### src/rtl/demux_pkg.sv
// Shared constants and types for the four-lane byte dispatcher.
package demux_pkg;

  localparam int DW     = 8;
  localparam int LANES  = 4;
  localparam int LANE_W = 2;

  localparam logic [LANE_W-1:0] LANE0 = 2'd0;
  localparam logic [LANE_W-1:0] LANE1 = 2'd1;
  localparam logic [LANE_W-1:0] LANE2 = 2'd2;
  localparam logic [LANE_W-1:0] LANE3 = 2'd3;

  // Per-lane holding slot occupancy.
  typedef enum logic {
    EMPTY = 1'b0,
    FULL  = 1'b1
  } lane_state_e;

endpackage

### src/rtl/demux_lane_slot.sv
// One-entry registered holding slot for a single output lane.
//
// Handshake: a byte sits in the slot while valid is high; it leaves when
// valid && ready are both high at a rising edge. The slot is "free" when it is
// empty or draining this cycle, so a load and a drain may share one edge and
// the lane streams with no bubble.
module demux_lane_slot
  import demux_pkg::*;
(
  input  logic          clk,
  input  logic          rst,
  input  logic          load,
  input  logic [DW-1:0] din,
  input  logic          ready,
  output logic          valid,
  output logic [DW-1:0] data,
  output logic          free,
  output lane_state_e   state
);

  lane_state_e   state_q;
  logic [DW-1:0] data_q;

  // Occupancy and payload: load wins over drain; data holds after a drain.
  always_ff @(posedge clk) begin
    if (rst) begin
      state_q <= EMPTY;
      data_q  <= '0;
    end else if (load) begin
      state_q <= FULL;
      data_q  <= din;
    end else if (state_q == FULL && ready) begin
      state_q <= EMPTY;
    end
  end

  assign valid = (state_q == FULL);
  assign data  = data_q;
  assign free  = (state_q == EMPTY) || ready;
  assign state = state_q;

endmodule

### src/rtl/demux4_dispatch.sv
// Four-lane byte dispatcher: steers one byte to the addressed lane, or to all
// four lanes on broadcast, through per-lane one-entry holding slots.
//
// Optional feature macro: DEMUX_STATS_EN adds saturating per-lane
// accepted-byte counters on stat_lane0..stat_lane3.
//
// Input handshake: a byte is accepted when in_valid && in_ready at a rising
// edge. in_ready is combinational from out_ready (lane free = empty or
// draining). Broadcast is all-or-nothing: it waits until all four lanes are
// free. There is no combinational path from in_data to any out_data.
module demux4_dispatch
  import demux_pkg::*;
(
  input  logic              clk,
  input  logic              rst,
  input  logic              in_valid,
  output logic              in_ready,
  input  logic [DW-1:0]     in_data,
  input  logic [LANE_W-1:0] in_dest,
  input  logic              in_bcast,
  output logic [LANES-1:0]  out_valid,
  input  logic [LANES-1:0]  out_ready,
  output logic [DW-1:0]     out_data0,
  output logic [DW-1:0]     out_data1,
  output logic [DW-1:0]     out_data2,
  output logic [DW-1:0]     out_data3
`ifdef DEMUX_STATS_EN
  ,
  output logic [7:0]        stat_lane0,
  output logic [7:0]        stat_lane1,
  output logic [7:0]        stat_lane2,
  output logic [7:0]        stat_lane3
`endif
);

  logic [LANES-1:0] lane_free;
  logic [LANES-1:0] lane_load;
  logic [DW-1:0]    lane_data [LANES];
  lane_state_e      lane_state [LANES];
  logic             accept;

  // Readiness: broadcast needs every lane free, unicast only the addressed one.
  always_comb begin
    in_ready = 1'b0;
    if (in_bcast) in_ready = &lane_free;
    else          in_ready = lane_free[in_dest];
  end

  assign accept = in_valid && in_ready;

  // Destination decode into per-lane load strobes.
  always_comb begin
    lane_load = '0;
    for (int i = 0; i < LANES; i++) begin
      lane_load[i] = accept && (in_bcast || (in_dest == LANE_W'(i)));
    end
  end

  for (genvar g = 0; g < LANES; g++) begin : g_lane
    demux_lane_slot u_slot (
      .clk   (clk),
      .rst   (rst),
      .load  (lane_load[g]),
      .din   (in_data),
      .ready (out_ready[g]),
      .valid (out_valid[g]),
      .data  (lane_data[g]),
      .free  (lane_free[g]),
      .state (lane_state[g])
    );
  end

  assign out_data0 = lane_data[LANE0];
  assign out_data1 = lane_data[LANE1];
  assign out_data2 = lane_data[LANE2];
  assign out_data3 = lane_data[LANE3];

`ifdef DEMUX_STATS_EN
  logic [7:0] stat_cnt [LANES];

  for (genvar g = 0; g < LANES; g++) begin : g_stat
    // Saturating count of bytes loaded into this lane.
    always_ff @(posedge clk) begin
      if (rst) begin
        stat_cnt[g] <= '0;
      end else if (lane_load[g] && (stat_cnt[g] != 8'hFF)) begin
        stat_cnt[g] <= stat_cnt[g] + 8'd1;
      end
    end
  end

  assign stat_lane0 = stat_cnt[0];
  assign stat_lane1 = stat_cnt[1];
  assign stat_lane2 = stat_cnt[2];
  assign stat_lane3 = stat_cnt[3];
`endif

endmodule

### config.mk
export PLATFORM = sky130hd
export DESIGN_NAME = demux4_dispatch
export DESIGN_NICKNAME = d
export VERILOG_FILES = /design/src/rtl/demux_pkg.sv /design/src/rtl/demux_lane_slot.sv /design/src/rtl/demux4_dispatch.sv
export SDC_FILE = /design/constraint.sdc
export NUM_CORES = 1
export LEC_CHECK = 0
export BUFFER_PORTS_ARGS = -buffer_cell sky130_fd_sc_hd__buf_4
export CAP_MARGIN = 10
export CORE_UTILIZATION = 45
export CTS_BUF_LIST = sky130_fd_sc_hd__clkbuf_8 sky130_fd_sc_hd__clkbuf_16
export CTS_CLUSTER_DIAMETER = 200
export DETAILED_ROUTE_END_ITERATION = 8
export HOLD_SLACK_MARGIN = 0.12
export PLACE_DENSITY = 0.75
export SLEW_MARGIN = 20
export SYNTH_ARGS = -nofsm -noshare
export SYNTH_HDL_FRONTEND = slang
export SYNTH_SLANG_ARGS = --single-unit
### constraint.sdc
create_clock -name clk -period 1.8 [get_ports clk]
set_input_delay 0.27 -clock clk [delete_from_list [all_inputs] [get_ports clk]]
set_output_delay 0.27 -clock clk [all_outputs]
set_load 0.02 [all_outputs]
# After elaboration in Yosys (flattened, before gate mapping)
# Index checks and enable logic that the tools add are counted.
[op_classes] n_lt_le_gt_ge=1 eq_ne=3 n_mux=11 bitwise=4 reduce_logical=23
[ops] operator="1-bit 2-to-1 mux" count=10
[ops] operator="1-bit logical AND" count=9
[ops] operator="1-bit logical OR" count=8
[ops] operator="2-bit nonzero test" count=4
[ops] operator="2-bit equality test, second input constant" count=2
[ops] operator="1-bit inverter" count=4
[ops] operator="4-bit AND reduction" count=1
[ops] operator="2-bit by 3-bit < comparator with 1-bit output, second input constant" count=1
[ops] operator="1-bit binary-select mux with 2-bit select" count=1
[ops] operator="2-bit by 1-bit equality test with 1-bit output, second input constant" count=1
[ops] operator="2-bit logical NOT" count=1
[word_totals] register_bits=36 input_bits=18 output_inout_bits=37 wordCells=50

# Longest topological paths before layout
# Gate-level depths: netlist (run 1).
[depth] depth_word=8 mapped_depth=5 mapped_depth_nobuf=4

# Modules after synthesis
# From an unflattened synthesis (run 1), not the netlist that was laid out.
[hier_totals] hier_cells=140 hier_area_um2=1436.4
[modules_own_cells] mod="demux_lane_slot" instances=4 cells_per_inst=31 area_per_inst_um2=329.1 seq_area_each_um2=180.2
[modules_own_cells] mod="demux4_dispatch" instances=1 cells_per_inst=16 area_per_inst_um2=120.1 seq_area_each_um2=0.0

# Least setup slack after synthesis (run 1)
# No wires, ideal clock.
[synth_timing] path_kind="in2out" from="in in_bcast" to="out in_ready" arrival_ps=1194 t_required_ps=1530 path_slack_ps=336 stages=3 path_buffers=0 path_cell_list="o21ba_4 o221ai_2 a221oi_1"
[synth_via] elab_chain_len=1
[synth_lines] item="from (decl)" line_no="demux4_dispatch.sv:20" rtl="input logic in_bcast,"
[synth_lines] item="1-bit 2-to-1 mux" line_no="demux4_dispatch.sv:45" rtl="if (in_bcast) in_ready = &lane_free;"
[synth_lines] item="to (decl)" line_no="demux4_dispatch.sv:17" rtl="output logic in_ready,"
# No other way between the ends.

# Worst setup path after layout (run 1)
[layout_timing] from="reg g_lane[3].u_slot.state_q" to="out in_ready"
[layout_via] elab_chain_len=5 elab_cells_between_ends=6 cone_classes="mux (3); bitwise (1); reduce/logical (2)"
[layout_lines] item="from (decl)" line_no="demux_lane_slot.sv:21" rtl="lane_state_e state_q;"
[layout_lines] item="from (signal assigned)" line_no="demux_lane_slot.sv:27" rtl="state_q <= EMPTY;"
[layout_lines] item="from (signal assigned)" line_no="demux_lane_slot.sv:30" rtl="state_q <= FULL;"
[layout_lines] item="from (signal assigned)" line_no="demux_lane_slot.sv:33" rtl="state_q <= EMPTY;"
[layout_lines] item="1-bit inverter (*)" line_no="demux_lane_slot.sv:39" rtl="assign free = (state_q == EMPTY) || ready;"
[layout_lines] item="1-bit logical OR (*)" line_no="demux_lane_slot.sv:39"
[layout_lines] item="1-bit binary-select mux with 2-bit select" line_no="demux4_dispatch.sv:46" rtl="else in_ready = lane_free[in_dest];"
[layout_lines] item="1-bit 2-to-1 mux (not written as such)" line_no="demux4_dispatch.sv:46"
[layout_lines] item="1-bit 2-to-1 mux (*)" line_no="demux4_dispatch.sv:45"
# Mark *: on every way between the ends. The rest lies on a longest branch, timed or not. The select of a mux whose other input is x is not followed.

==> impl_results.html, run 1 <==
<table>
<tr><th>Metric</th><th>Value</th></tr>
<tr><th colspan="2">Place</th></tr>
<tr><td>Post-DP HPWL</td><td>2.53 mm</td></tr>
<tr><td>Post-DP Area</td><td>2070 um^2</td></tr>
<tr><td>Buffers on Ports</td><td>54</td></tr>
<tr><td>Placer Congestion</td><td>0.815</td></tr>
<tr><td>Placement-stage worst setup slack</td><td>202 ps</td></tr>
<tr><th colspan="2">Power and ir drop</th></tr>
<tr><td>Total leakage power</td><td>1.04 nW</td></tr>
<tr><td>Combinational cell fraction of total power</td><td>24.9%</td></tr>
<tr><td>Pwr dens</td><td>906 nW/um^2</td></tr>
<tr><td>Internal power</td><td>0.00140 W</td></tr>
<tr><td>Worst vdd rail ir drop</td><td>664 uV</td></tr>
<tr><td>Switching component of the power</td><td>0.000555 W</td></tr>
<tr><td>Share of total power in sequential cells</td><td>46.3%</td></tr>
<tr><td>Clock network fraction of total power</td><td>28.8%</td></tr>
<tr><td>Switching share of total power</td><td>28.4%</td></tr>
<tr><th colspan="2">Flow run</th></tr>
<tr><td>Number of max-cap violations</td><td>0</td></tr>
<tr><th colspan="2">Timing</th></tr>
<tr><td>Worst slew margin relative to its limit</td><td>79.0%</td></tr>
<tr><td>Final Max Slew Viols</td><td>0</td></tr>
<tr><td>RSZ-0062 raised after global routing</td><td>no</td></tr>
<tr><td>Final worst-path cycle share</td><td>93.1%</td></tr>
<tr><td>Final count of hold timing violations</td><td>0</td></tr>
<tr><td>Clock skew after layout</td><td>4.63 ps</td></tr>
<tr><td>Tightest Pin Transition</td><td>315 ps</td></tr>
<tr><td>Final setup vio count</td><td>0</td></tr>
<tr><td>Maximum clock frequency</td><td>597 MHz</td></tr>
<tr><td>Worst setup margin</td><td>124 ps</td></tr>
<tr><td>Post-layout minimum cycle time</td><td>1680 ps</td></tr>
<tr><td>Sum Neg Setup Slack</td><td>0 ps</td></tr>
<tr><th colspan="2">Die</th></tr>
<tr><td>Initial standard-cell utilization of the core</td><td>48.2%</td></tr>
<tr><td>Placeable core region</td><td>3420 um^2</td></tr>
<tr><td>Full die area</td><td>3910 um^2</td></tr>
<tr><td>Count of boundary I/O pins</td><td>55</td></tr>
<tr><td>Vertical extent of the die</td><td>62.5 um</td></tr>
<tr><td>Die X-Extent</td><td>62.5 um</td></tr>
<tr><td>Cell Rows</td><td>21</td></tr>
<tr><th colspan="2">Clock tree</th></tr>
<tr><td>Maximum count of clock buffers along a single path</td><td>2</td></tr>
<tr><td>CTS tree</td><td>yes</td></tr>
<tr><td>Clk Latency, worst-skew pair</td><td>280 ps</td></tr>
<tr><td>Number of buffers added by the clock tree synthesis step</td><td>5</td></tr>
<tr><td>CTS clk-pin slew, worst paths</td><td>70 ps</td></tr>
<tr><td>CTS H-Tree Depth</td><td>2</td></tr>
<tr><td>Clock sink count</td><td>36</td></tr>
<tr><td>Clock root buffer</td><td>sky130_fd_sc_hd__clkbuf_8</td></tr>
<tr><td>Setup bufs post-CTS</td><td>0</td></tr>
<tr><td>Number of hold-repair buffers added at the cts stage</td><td>0</td></tr>
<tr><td>Cells resized by post-CTS repair</td><td>0</td></tr>
<tr><th colspan="2">Detailed routing</th></tr>
<tr><td>Number of detailed-routing iterations run before antenna repair</td><td>4</td></tr>
<tr><td>Antenna-violating nets left</td><td>0</td></tr>
<tr><td>Sum of routed wire length over all layers</td><td>3.49 mm</td></tr>
<tr><td>Drt initial violations</td><td>64</td></tr>
<tr><td>Vias per Instance</td><td>5.03</td></tr>
<tr><td>Post-route DRC violation count</td><td>0</td></tr>
<tr><td>Count of vias placed by the detailed router</td><td>1262</td></tr>
<tr><td>Wire length per cell after detailed routing</td><td>13.9 um</td></tr>
<tr><th colspan="2">Logic synthesis</th></tr>
<tr><td>Most used standard cell by instance count after synthesis</td><td>sky130_fd_sc_hd__nand2b_1</td></tr>
<tr><td>Most used standard cells in the synthesized netlist</td><td>sky130_fd_sc_hd__nand2b_1, sky130_fd_sc_hd__dfxtp_1, sky130_fd_sc_hd__mux2i_1</td></tr>
<tr><td>Post-synth EDFFs</td><td>0</td></tr>
<tr><td>Sequential cell area fraction in the yosys report</td><td>43.7%</td></tr>
<tr><td>Predominant post-synthesis flop cell</td><td>sky130_fd_sc_hd__dfxtp_1</td></tr>
<tr><td>Post-synth design cell area</td><td>1650 um^2</td></tr>
<tr><td>Syn_nets</td><td>168</td></tr>
<tr><td>Ys async rst share</td><td>0%</td></tr>
<tr><td>Number of instances in the synthesized netlist</td><td>150</td></tr>
<tr><td>Register bit total from synthesis</td><td>36</td></tr>
<tr><td>Yosys warning count</td><td>0</td></tr>
<tr><td>Top-area cell type share of the netlist area</td><td>43.7%</td></tr>
<tr><td>Number of distinct library cells after synthesis</td><td>25</td></tr>
<tr><td>Synthesized area per cell</td><td>11.0 um^2</td></tr>
<tr><td>Main area contributors after synthesis</td><td>sky130_fd_sc_hd__dfxtp_1, sky130_fd_sc_hd__mux2i_1, sky130_fd_sc_hd__nand2b_1</td></tr>
<tr><td>Post-synth top area cell</td><td>sky130_fd_sc_hd__dfxtp_1</td></tr>
<tr><th colspan="2">Final layout</th></tr>
<tr><td>Cell area after layout</td><td>2160 um^2</td></tr>
<tr><td>Synth-to-layout area growth</td><td>31.0%</td></tr>
<tr><td>Fin nets</td><td>222</td></tr>
<tr><td>Number of inserted diodes</td><td>0</td></tr>
<tr><td>Layout cells sized above 1</td><td>35.6%</td></tr>
<tr><td>Core utilization of the finished layout</td><td>63.2%</td></tr>
<tr><th colspan="2">Global routing</th></tr>
<tr><td>First-pass GRT wire length</td><td>5.79 mm</td></tr>
<tr><td>Maximum number of pins on one net before global-route repair</td><td>45</td></tr>
<tr><td>GRT Total Usage</td><td>18.8%</td></tr>
<tr><td>Via count of the first global-routing pass</td><td>1215</td></tr>
<tr><td>GRT Residual Overflow</td><td>0</td></tr>
<tr><td>Initial antenna violation count</td><td>0</td></tr>
<tr><th colspan="2">Critical path</th></tr>
<tr><td>Worst EP required</td><td>1530 ps</td></tr>
<tr><td>Critical path launch point type</td><td>flip-flop</td></tr>
<tr><td>Element type at the critical path end</td><td>output port</td></tr>
<tr><td>Arrival time at the worst endpoint</td><td>1410 ps</td></tr>
<tr><td>Reg2Reg Launch Point</td><td>g_lane[3].u_slot.state$_SDFFE_PP0P_</td></tr>
<tr><td>Worst-path maximum fanout</td><td>6</td></tr>
<tr><td>Critical path class</td><td>flip-flop to output port</td></tr>
<tr><td>Start point of the critical path</td><td>g_lane[3].u_slot.state$_SDFFE_PP0P_</td></tr>
<tr><td>Cell depth of the worst flop-to-flop path</td><td>5</td></tr>
<tr><th colspan="2">Status</th></tr>
<tr><td>Outcome</td><td>completed</td></tr>
<tr><th colspan="2">Hold path</th></tr>
<tr><td>Min-Delay Path Class</td><td>input pin to flip-flop</td></tr>
<tr><td>Worst hold path stage count</td><td>3</td></tr>
<tr><td>Beginning of the worst hold path</td><td>in_data[0]</td></tr>
</table>
## registers in the layout, summed over array words and instances (netlist names)
signal               cells
g_lane.u_slot.data      32
g_lane.u_slot.state      4
## logic make-up (layout without fill, tap and decap cells)
kind of cell           Yosys count  count (layout)  share of synthesized area [%]
AND/OR/NAND/NOR                 53              53                           20.5
flip-flops                      36              36                           43.7
AO/OA/AOI/OAI                   16              16                           11.5
buffers and inverters           13              68                           4.86
multiplexers                    32              32                           19.4
## power groups by stage
| stage | Combinational (W) | Clock (W) | Sequential, W |
|---|---|---|---|
| floorplan | 0.000243 | 0 | 0.000990 |
| global placement | 0.000479 | 0 | 0.000921 |
| detailed placement | 0.000487 | 0 | 0.000923 |
| CTS | 0.000490 | 0.000587 | 0.000906 |
| global route | 0.000518 | 0.000621 | 0.000914 |
| finish | 0.000486 | 0.000563 | 0.000906 |
## worst max-delay path, stage by stage (launching register included)
cell and delay, ps:
sky130_fd_sc_hd__dfxtp_1 310, sky130_fd_sc_hd__nand2b_1 210, sky130_fd_sc_hd__o221ai_2 180, sky130_fd_sc_hd__a221oi_1 240
sky130_fd_sc_hd__buf_4 190
## per-layer routing
layer  wire [um]  up-vias  GRT usage [%]
met5           0        -              0
met2        1600       48           28.8
met1        1650      587           25.3
li1            -      625              -
met4          19        0           7.85
met3         215        2           4.56
## through the flow
step	total power [W]	instances	hold WS [ps]
after global placement	0.00140	243	464
final	0.00196	251	332
after CTS	0.00198	251	327
after detailed placement	0.00141	243	471
after floorplan	0.00123	150	491
after global routing	0.00205	251	364
## final timing paths
check | to | slack, ps
worst min-delay path | g_lane[0].u_slot.data[0]$_SDFFE_PP0P_ | 330
worst max-delay path | in_ready | 120
worst max register to register | g_lane[2].u_slot.data[3]$_SDFFE_PP0P_ | 300
worst min register to register | g_lane[3].u_slot.data[3]$_SDFFE_PP0P_ | 480
## layout make-up
class,count,area (um^2)
fill,299,1260
tap,46,57.6
clock buffer,6,82.6
multi-input combinational,101,847
timing repair buffer,58,435
clock inverter,2,7.51
sequential,36,721
inverter,2,7.51
## cell usage in the layout, fill, tap and decap left out, drive strengths merged
cell type | netlist | layout
clkbuf | 4 | 6
mux2i | 32 | 32
o221ai | 3 | 3
o221a | 2 | 2
and4 | 1 | 1
buf | 7 | 58
a221oi | 1 | 1
nand2b | 45 | 45
and2b | 2 | 2
nand4 | 1 | 1
nand2 | 2 | 2
or2b | 1 | 1
a211o | 1 | 1
inv | 2 | 4
o21ba | 1 | 1
o211ai | 1 | 1
a21oi | 4 | 4
o21a | 1 | 1
a211oi | 1 | 1
nand4bb | 1 | 1
dfxtp | 36 | 36
o21ai | 1 | 1
Note: power is estimated with default switching activity, not from simulation.
==> run 2: changes to the inputs <==
Settings changed: CORE_MARGIN set to 2, CORE_UTILIZATION 45 to 49, PLACE_DENSITY 0.75 to 0.8.
==> impl_results.html, run 2 (synthesized netlist as in run 1, its figures left out) <==
<table>
<tr><th>Metric</th><th>Value</th></tr>
<tr><th colspan="2">Status</th></tr>
<tr><td>Outcome</td><td>completed</td></tr>
<tr><th colspan="2">Timing</th></tr>
<tr><td>Final Max Slew Viols</td><td>0</td></tr>
<tr><td>Worst slew margin relative to its limit</td><td>79.0%</td></tr>
<tr><td>Final worst-path cycle share</td><td>93.1%</td></tr>
<tr><td>RSZ-0062 raised after global routing</td><td>no</td></tr>
<tr><td>Clock skew after layout</td><td>7.49 ps</td></tr>
<tr><td>Final count of hold timing violations</td><td>0</td></tr>
<tr><td>Maximum clock frequency</td><td>597 MHz</td></tr>
<tr><td>Tightest Pin Transition</td><td>315 ps</td></tr>
<tr><td>Final setup vio count</td><td>0</td></tr>
<tr><td>Post-layout minimum cycle time</td><td>1680 ps</td></tr>
<tr><td>Worst setup margin</td><td>124 ps</td></tr>
<tr><td>Sum Neg Setup Slack</td><td>0 ps</td></tr>
<tr><th colspan="2">Final layout</th></tr>
<tr><td>Layout fillers</td><td>281</td></tr>
<tr><td>Footprint of the multi-input gates</td><td>847 um^2</td></tr>
<tr><td>Layout cells sized above 1</td><td>36.1%</td></tr>
<tr><td>Number of inserted diodes</td><td>0</td></tr>
<tr><td>Largest register FFs</td><td>32</td></tr>
<tr><td>Most frequent cells in the layout</td><td>sky130_fd_sc_hd__buf_4, sky130_fd_sc_hd__nand2b_1, sky130_fd_sc_hd__dfxtp_1, sky130_fd_sc_hd__mux2i_1, sky130_fd_sc_hd__clkbuf_8</td></tr>
<tr><td>Most common cell after layout, fill and taps aside</td><td>sky130_fd_sc_hd__buf_4</td></tr>
<tr><td>Fin nets</td><td>222</td></tr>
<tr><td>Core utilization of the finished layout</td><td>66.2%</td></tr>
<tr><td>Synth-to-layout area growth</td><td>32.0%</td></tr>
<tr><td>Combined flip-flop and latch cell area</td><td>721 um^2</td></tr>
<tr><th colspan="2">Critical path</th></tr>
<tr><td>Reg2Reg Launch Point</td><td>g_lane[3].u_slot.state$_SDFFE_PP0P_</td></tr>
<tr><td>Critical path launch point type</td><td>flip-flop</td></tr>
<tr><td>R2r endpoint</td><td>g_lane[2].u_slot.data[6]$_SDFFE_PP0P_</td></tr>
<tr><td>Critical path class</td><td>flip-flop to output port</td></tr>
<tr><td>Register-to-register setup slack</td><td>320 ps</td></tr>
<tr><td>Cell depth of the worst flop-to-flop path</td><td>5</td></tr>
<tr><td>Worst-path maximum fanout</td><td>6</td></tr>
<tr><td>Arrival time at the worst endpoint</td><td>1410 ps</td></tr>
<tr><td>Worst EP required</td><td>1530 ps</td></tr>
<tr><td>Element type at the critical path end</td><td>output port</td></tr>
<tr><th colspan="2">Global routing</th></tr>
<tr><td>First-pass GRT wire length</td><td>5.69 mm</td></tr>
<tr><td>GRT Total Usage</td><td>20.6%</td></tr>
<tr><td>GRT Residual Overflow</td><td>0</td></tr>
<tr><td>Initial antenna violation count</td><td>0</td></tr>
<tr><td>Maximum number of pins on one net before global-route repair</td><td>45</td></tr>
<tr><td>Via count of the first global-routing pass</td><td>1217</td></tr>
<tr><th colspan="2">Die</th></tr>
<tr><td>Placeable core region</td><td>3280 um^2</td></tr>
<tr><td>Count of boundary I/O pins</td><td>55</td></tr>
<tr><td>Cell Rows</td><td>21</td></tr>
<tr><td>Full die area</td><td>3840 um^2</td></tr>
<tr><td>Die X-Extent</td><td>62.0 um</td></tr>
<tr><td>Initial standard-cell utilization of the core</td><td>50.2%</td></tr>
<tr><td>Vertical extent of the die</td><td>62.0 um</td></tr>
<tr><th colspan="2">Clock tree</th></tr>
<tr><td>Setup bufs post-CTS</td><td>0</td></tr>
<tr><td>CTS H-Tree Depth</td><td>2</td></tr>
<tr><td>Clock root buffer</td><td>sky130_fd_sc_hd__clkbuf_8</td></tr>
<tr><td>Cells resized by post-CTS repair</td><td>0</td></tr>
<tr><td>CTS tree</td><td>yes</td></tr>
<tr><td>Clk Latency, worst-skew pair</td><td>290 ps</td></tr>
<tr><td>CTS clk-pin slew, worst paths</td><td>80 ps</td></tr>
<tr><td>Number of buffers added by the clock tree synthesis step</td><td>5</td></tr>
<tr><td>Maximum count of clock buffers along a single path</td><td>2</td></tr>
<tr><td>Number of hold-repair buffers added at the cts stage</td><td>0</td></tr>
<tr><td>Clock sink count</td><td>36</td></tr>
<tr><th colspan="2">Detailed routing</th></tr>
<tr><td>Sum of routed wire length over all layers</td><td>3.59 mm</td></tr>
<tr><td>Drt initial violations</td><td>98</td></tr>
<tr><td>Vias per Instance</td><td>5.08</td></tr>
<tr><td>Count of vias placed by the detailed router</td><td>1274</td></tr>
<tr><td>Wire length per cell after detailed routing</td><td>14.3 um</td></tr>
<tr><td>Post-route DRC violation count</td><td>0</td></tr>
<tr><td>Number of detailed-routing iterations run before antenna repair</td><td>4</td></tr>
<tr><td>Antenna-violating nets left</td><td>0</td></tr>
<tr><th colspan="2">Place</th></tr>
<tr><td>Buffers on Ports</td><td>54</td></tr>
<tr><td>Post-DP HPWL</td><td>2.70 mm</td></tr>
<tr><td>Placer Congestion</td><td>0.809</td></tr>
<tr><td>Placement-stage worst setup slack</td><td>178 ps</td></tr>
<tr><th colspan="2">Hold path</th></tr>
<tr><td>Min-Delay Path Class</td><td>input pin to flip-flop</td></tr>
<tr><td>Beginning of the worst hold path</td><td>in_data[0]</td></tr>
<tr><td>Worst hold path stage count</td><td>3</td></tr>
<tr><td>Hold worst-path end</td><td>g_lane[1].u_slot.data[0]$_SDFFE_PP0P_</td></tr>
<tr><th colspan="2">Flow run</th></tr>
<tr><td>Number of max-cap violations</td><td>0</td></tr>
<tr><th colspan="2">Power and ir drop</th></tr>
<tr><td>Pwr dens</td><td>956 nW/um^2</td></tr>
<tr><td>Worst vdd rail ir drop</td><td>774 uV</td></tr>
<tr><td>Total leakage power</td><td>1.04 nW</td></tr>
</table>
## run 2: cell count changes in the layout (fill, tap and decap cells not counted), sizes merged
| cell | before | now |
|---|---|---|
| bufinv | 0 | 1 |
| clkbuf | 6 | 5 |
| clkinv | 0 | 1 |
| inv | 4 | 3 |
## run 2: area by class of cell
type	count	share of cell area, %
clock buffers	5	3.16
repair buffers	58	20.0
multi-input cells	101	38.9
well taps	46	2.65
clock inverters	3	1.78
inverters	2	0.345
flip-flops and latches	36	33.1
## run 2: stage by stage
step | instances | instance area [um^2] | hold slack, ps | power [W]
6_report | 251 | 2180 | 330 | 0.00208
5_1_grt | 251 | 2180 | 345 | 0.00217
4_1_cts | 251 | 2180 | 327 | 0.00210
3_5_place_dp | 243 | 2070 | 470 | 0.00141
3_3_place_gp | 243 | 2070 | 462 | 0.00140
2_1_floorplan | 150 | 1650 | 491 | 0.00123
## run 2: layer usage
| layer | share of wire (%) | vias up | global-route usage, % |
|---|---|---|---|
| met4 | 2.1 | 0 | 8.51 |
| met2 | 49 | 47 | 32.9 |
| li1 | - | 618 | - |
| met5 | 0 | - | 0 |
| met3 | 6.4 | 10 | 7.66 |
| met1 | 43 | 599 | 25.0 |
## run 2: worst max-delay path by stage
stage	slack, ps	endpoint	startpoint
6_report	120	in_ready	g_lane[3].u_slot.state$_SDFFE_PP0P_
5_1_grt	20	in_ready	g_lane[3].u_slot.state$_SDFFE_PP0P_
3_5_place_dp	180	g_lane[1].u_slot.data[3]$_SDFFE_PP0P_	out_ready[3]
4_1_cts	90	in_ready	g_lane[3].u_slot.state$_SDFFE_PP0P_
2_1_floorplan	340	in_ready	in_bcast
3_3_place_gp	270	g_lane[2].u_slot.data[2]$_SDFFE_PP0P_	out_ready[3]
## run 2: report_power, final
part / leakage (nW) / internal, W / switching, W
Clock: 0.0593 / 0.000405 / 0.000282
Sequential: 0.296 / 0.000866 / 0.0000397
Combinational: 0.687 / 0.000234 / 0.000254
Total: 1.04 / 0.00151 / 0.000576
## run 2: critical path, stage by stage, from the launching register on
cell	delay (ps)
sky130_fd_sc_hd__dfxtp_1	310
sky130_fd_sc_hd__nand2b_1	210
sky130_fd_sc_hd__o221ai_2	180
sky130_fd_sc_hd__a221oi_1	240
sky130_fd_sc_hd__buf_4	190
==> run 3: changes to the inputs <==
Settings changed: BUFFER_PORTS_ARGS -buffer_cell sky130_fd_sc_hd__buf_4 to unset, CORE_UTILIZATION 49 to 55, DONT_BUFFER_PORTS set to 1, PLACE_DENSITY 0.8 to 0.72, SYNTH_HIERARCHICAL set to 1.
==> impl_results.html, run 3 <==
<table>
<tr><th>Metric</th><th>Value</th></tr>
<tr><th colspan="2">Status</th></tr>
<tr><td>Outcome</td><td>completed</td></tr>
<tr><th colspan="2">Logic synthesis</th></tr>
<tr><td>Post-synth EDFFs</td><td>0</td></tr>
<tr><td>Synthesized area per cell</td><td>10.3 um^2</td></tr>
<tr><td>Synthesized-area fraction occupied by ao, oa, aoi and oai cells</td><td>3.66%</td></tr>
<tr><td>Post-synth top area cell</td><td>sky130_fd_sc_hd__dfxtp_1</td></tr>
<tr><td>Dominant combinational cell family by area after synthesis</td><td>multiplexers</td></tr>
<tr><td>Synth Area in Simple Gates</td><td>14.4%</td></tr>
<tr><td>Predominant post-synthesis flop cell</td><td>sky130_fd_sc_hd__dfxtp_1</td></tr>
<tr><td>Post-synth design cell area</td><td>1440 um^2</td></tr>
<tr><td>Main area contributors after synthesis</td><td>sky130_fd_sc_hd__dfxtp_1, sky130_fd_sc_hd__mux2i_1, sky130_fd_sc_hd__nor2_1</td></tr>
<tr><td>Synth Area in XOR/XNOR</td><td>0%</td></tr>
<tr><td>Most used standard cells in the synthesized netlist</td><td>sky130_fd_sc_hd__dfxtp_1, sky130_fd_sc_hd__nor2_1, sky130_fd_sc_hd__mux2i_1</td></tr>
<tr><td>Number of instances in the synthesized netlist</td><td>140</td></tr>
<tr><td>Ys async rst share</td><td>0%</td></tr>
<tr><td>Syn_nets</td><td>158</td></tr>
<tr><td>Sequential cell area fraction in the yosys report</td><td>50.2%</td></tr>
<tr><td>Number of distinct library cells after synthesis</td><td>20</td></tr>
<tr><td>Most used standard cell by instance count after synthesis</td><td>sky130_fd_sc_hd__dfxtp_1</td></tr>
<tr><td>Top-area cell type share of the netlist area</td><td>50.2%</td></tr>
<tr><td>Yosys warning count</td><td>6</td></tr>
<tr><td>Mux cell area share after synthesis</td><td>23.9%</td></tr>
<tr><td>Register bit total from synthesis</td><td>36</td></tr>
<tr><td>Adder and majority cell fraction of the synthesized area</td><td>0%</td></tr>
<tr><th colspan="2">Die</th></tr>
<tr><td>Full die area</td><td>3040 um^2</td></tr>
<tr><td>Vertical extent of the die</td><td>55.1 um</td></tr>
<tr><td>Count of boundary I/O pins</td><td>55</td></tr>
<tr><td>Placeable core region</td><td>2480 um^2</td></tr>
<tr><td>Cell Rows</td><td>18</td></tr>
<tr><td>Initial standard-cell utilization of the core</td><td>58.0%</td></tr>
<tr><td>Die X-Extent</td><td>55.1 um</td></tr>
<tr><th colspan="2">Detailed routing</th></tr>
<tr><td>Wire length per cell after detailed routing</td><td>15.3 um</td></tr>
<tr><td>Vias per Instance</td><td>5.41</td></tr>
<tr><td>Sum of routed wire length over all layers</td><td>2.64 mm</td></tr>
<tr><td>Count of vias placed by the detailed router</td><td>931</td></tr>
<tr><td>Post-route DRC violation count</td><td>0</td></tr>
<tr><td>Drt initial violations</td><td>9</td></tr>
<tr><td>Antenna-violating nets left</td><td>0</td></tr>
<tr><td>Number of detailed-routing iterations run before antenna repair</td><td>4</td></tr>
<tr><th colspan="2">Clock tree</th></tr>
<tr><td>Setup bufs post-CTS</td><td>0</td></tr>
<tr><td>Maximum count of clock buffers along a single path</td><td>2</td></tr>
<tr><td>CTS tree</td><td>yes</td></tr>
<tr><td>Number of buffers added by the clock tree synthesis step</td><td>5</td></tr>
<tr><td>Clock root buffer</td><td>sky130_fd_sc_hd__clkbuf_8</td></tr>
<tr><td>CTS clk-pin slew, worst paths</td><td>60 ps</td></tr>
<tr><td>Clk Latency, worst-skew pair</td><td>270 ps</td></tr>
<tr><td>Clock sink count</td><td>36</td></tr>
<tr><td>CTS H-Tree Depth</td><td>2</td></tr>
<tr><th colspan="2">Critical path</th></tr>
<tr><td>R2r endpoint</td><td>g_lane[2].u_slot/data[0]$_SDFFE_PP0P_</td></tr>
<tr><td>Worst-path maximum fanout</td><td>4</td></tr>
<tr><td>Critical path class</td><td>flip-flop to output port</td></tr>
<tr><td>Reg2Reg Launch Point</td><td>g_lane[3].u_slot/state$_SDFFE_PP0P_</td></tr>
<tr><td>Critical path cell sequence</td><td>nand2b_1 &gt; mux4_2 &gt; inv_1 &gt; o21ai_1</td></tr>
<tr><td>Largest stage delay on the critical path</td><td>480 ps</td></tr>
<tr><td>Arrival time at the worst endpoint</td><td>1410 ps</td></tr>
<tr><td>Slowest stage cell, crit path</td><td>sky130_fd_sc_hd__mux4_2</td></tr>
<tr><td>Worst EP required</td><td>1530 ps</td></tr>
<tr><td>Register-to-register setup slack</td><td>220 ps</td></tr>
<tr><td>Element type at the critical path end</td><td>output port</td></tr>
<tr><td>Cell depth of the worst flop-to-flop path</td><td>6</td></tr>
<tr><td>Critical path launch point type</td><td>flip-flop</td></tr>
<tr><th colspan="2">Timing</th></tr>
<tr><td>Worst slew margin relative to its limit</td><td>72.3%</td></tr>
<tr><td>Final worst-path cycle share</td><td>93.4%</td></tr>
<tr><td>RSZ-0062 raised after global routing</td><td>no</td></tr>
<tr><td>Final Max Slew Viols</td><td>0</td></tr>
<tr><td>Final count of hold timing violations</td><td>0</td></tr>
<tr><td>Maximum clock frequency</td><td>595 MHz</td></tr>
<tr><td>Clock skew after layout</td><td>5.59 ps</td></tr>
<tr><td>Final setup vio count</td><td>0</td></tr>
<tr><td>Post-layout minimum cycle time</td><td>1680 ps</td></tr>
<tr><td>Worst setup margin</td><td>118 ps</td></tr>
<tr><td>Tightest Pin Transition</td><td>412 ps</td></tr>
<tr><td>Sum Neg Setup Slack</td><td>0 ps</td></tr>
<tr><th colspan="2">Final layout</th></tr>
<tr><td>Largest register FFs</td><td>32</td></tr>
<tr><td>Synth-to-layout area growth</td><td>6.10%</td></tr>
<tr><td>Most frequent cells in the layout</td><td>sky130_fd_sc_hd__dfxtp_1, sky130_fd_sc_hd__nor2_1, sky130_fd_sc_hd__mux2i_1, sky130_fd_sc_hd__inv_1, sky130_fd_sc_hd__buf_4</td></tr>
<tr><td>Most common cell after layout, fill and taps aside</td><td>sky130_fd_sc_hd__dfxtp_1</td></tr>
<tr><td>Number of inserted diodes</td><td>0</td></tr>
<tr><td>Fin nets</td><td>160</td></tr>
<tr><td>Layout cells sized above 1</td><td>12.0%</td></tr>
<tr><td>Combined flip-flop and latch cell area</td><td>721 um^2</td></tr>
<tr><td>Layout fillers</td><td>220</td></tr>
<tr><td>Footprint of the multi-input gates</td><td>604 um^2</td></tr>
<tr><th colspan="2">Global routing</th></tr>
<tr><td>GRT Residual Overflow</td><td>0</td></tr>
<tr><td>Initial antenna violation count</td><td>0</td></tr>
<tr><td>GRT Total Usage</td><td>18.4%</td></tr>
<tr><td>Peak-usage layer in the global routing report</td><td>met2</td></tr>
<tr><td>Via count of the first global-routing pass</td><td>877</td></tr>
<tr><td>Met2 usage in global routing</td><td>30.6%</td></tr>
<tr><td>M3 GR Usage</td><td>8.60%</td></tr>
<tr><td>Met1 usage</td><td>20.4%</td></tr>
<tr><td>First-pass GRT wire length</td><td>3.85 mm</td></tr>
<tr><td>Maximum number of pins on one net before global-route repair</td><td>37</td></tr>
<tr><th colspan="2">Place</th></tr>
<tr><td>Post-DP HPWL</td><td>1.86 mm</td></tr>
<tr><td>Placer Congestion</td><td>0.712</td></tr>
<tr><td>Buffers on Ports</td><td>0</td></tr>
<tr><td>Placement-stage worst setup slack</td><td>76.3 ps</td></tr>
<tr><th colspan="2">Hold path</th></tr>
<tr><td>Hold worst-path end</td><td>g_lane[0].u_slot/data[0]$_SDFFE_PP0P_</td></tr>
<tr><td>Worst hold path stage count</td><td>2</td></tr>
<tr><td>Min-Delay Path Class</td><td>input pin to flip-flop</td></tr>
<tr><td>Beginning of the worst hold path</td><td>in_data[0]</td></tr>
<tr><th colspan="2">Power and ir drop</th></tr>
<tr><td>Pwr dens</td><td>1060 nW/um^2</td></tr>
<tr><td>Total leakage power</td><td>0.618 nW</td></tr>
<tr><td>Worst vdd rail ir drop</td><td>734 uV</td></tr>
<tr><th colspan="2">Flow run</th></tr>
<tr><td>Number of max-cap violations</td><td>0</td></tr>
</table>
-- run 3: area by class of cell --
| class | instances | area share, % |
|---|---|---|
| multi-input cells | 87 | 39.7 |
| inverters | 5 | 1.23 |
| clock inverters | 2 | 0.575 |
| repair buffers | 7 | 4.27 |
| well taps | 30 | 2.46 |
| clock buffers | 5 | 4.52 |
| flip-flops and latches | 36 | 47.3 |
-- run 3: per-stage QoR --
step           util, %  power [W]  hold WS [ps]  cells  area (um^2)
3_3_place_gp      57.5    0.00111           343    164         1420
4_1_cts           61.4    0.00165           138    172         1520
6_report          61.5    0.00162           145    172         1520
3_5_place_dp      57.5    0.00112           344    164         1420
2_1_floorplan        -    0.00111           417    140         1440
5_1_grt           61.5    0.00170           137    172         1520
-- run 3: metal layers --
metal	up-vias	share of wire (%)	wire length, um
li1	460	-	-
met1	437	44	1160
met2	32	47	1250
met3	2	8.4	221
met4	0	0.42	11
met5	-	0	0
-- run 3: kinds of logic (layout without fill, tap and decap cells) --
group / count (synthesis) / count (layout)
buf+inv: 17 / 19
flops: 36 / 36
compound gates: 9 / 9
mux: 33 / 33
simple gates: 45 / 45
-- run 3: repair_timing --
item,in CTS,in global routing
endpoints found under the hold margin,36,0
gates resized for setup,0,2
hold buffers,1,0
setup endpoints to repair,0,16
-- run 3: worst max-delay path, delay by kind of cell (launching register included) --
kind | cells | cell delay (ps)
buffers and inverters | 1 | 60
DFF | 1 | 330
muxes | 1 | 480
AOI/OAI and AO/OA | 1 | 140
and+or+nand+nor | 1 | 120
-- run 3: worst max-delay path by stage --
stage                     slack (ps)  depth (start not counted)                               endpoint                                 from
after floorplan                  380                          7  g_lane[1].u_slot/data[0]$_SDFFE_PP0P_                         out_ready[1]
after global placement           100                          6  g_lane[2].u_slot/data[1]$_SDFFE_PP0P_                         out_ready[3]
after detailed placement          80                          6  g_lane[2].u_slot/data[3]$_SDFFE_PP0P_  g_lane[3].u_slot/state$_SDFFE_PP0P_
after CTS                         50                          6  g_lane[2].u_slot/data[3]$_SDFFE_PP0P_  g_lane[3].u_slot/state$_SDFFE_PP0P_
after global routing              40                          4                               in_ready  g_lane[2].u_slot/state$_SDFFE_PP0P_
final                            120                          4                               in_ready  g_lane[3].u_slot/state$_SDFFE_PP0P_
-- run 3: where the power goes --
part | internal [W] | switching, W | total [W] | leakage [nW]
clock | 0.000257 | 0.000249 | 0.000506 | 0.0452
combinational | 0.0000890 | 0.0000975 | 0.000187 | 0.278
sequential | 0.000847 | 0.0000835 | 0.000930 | 0.295
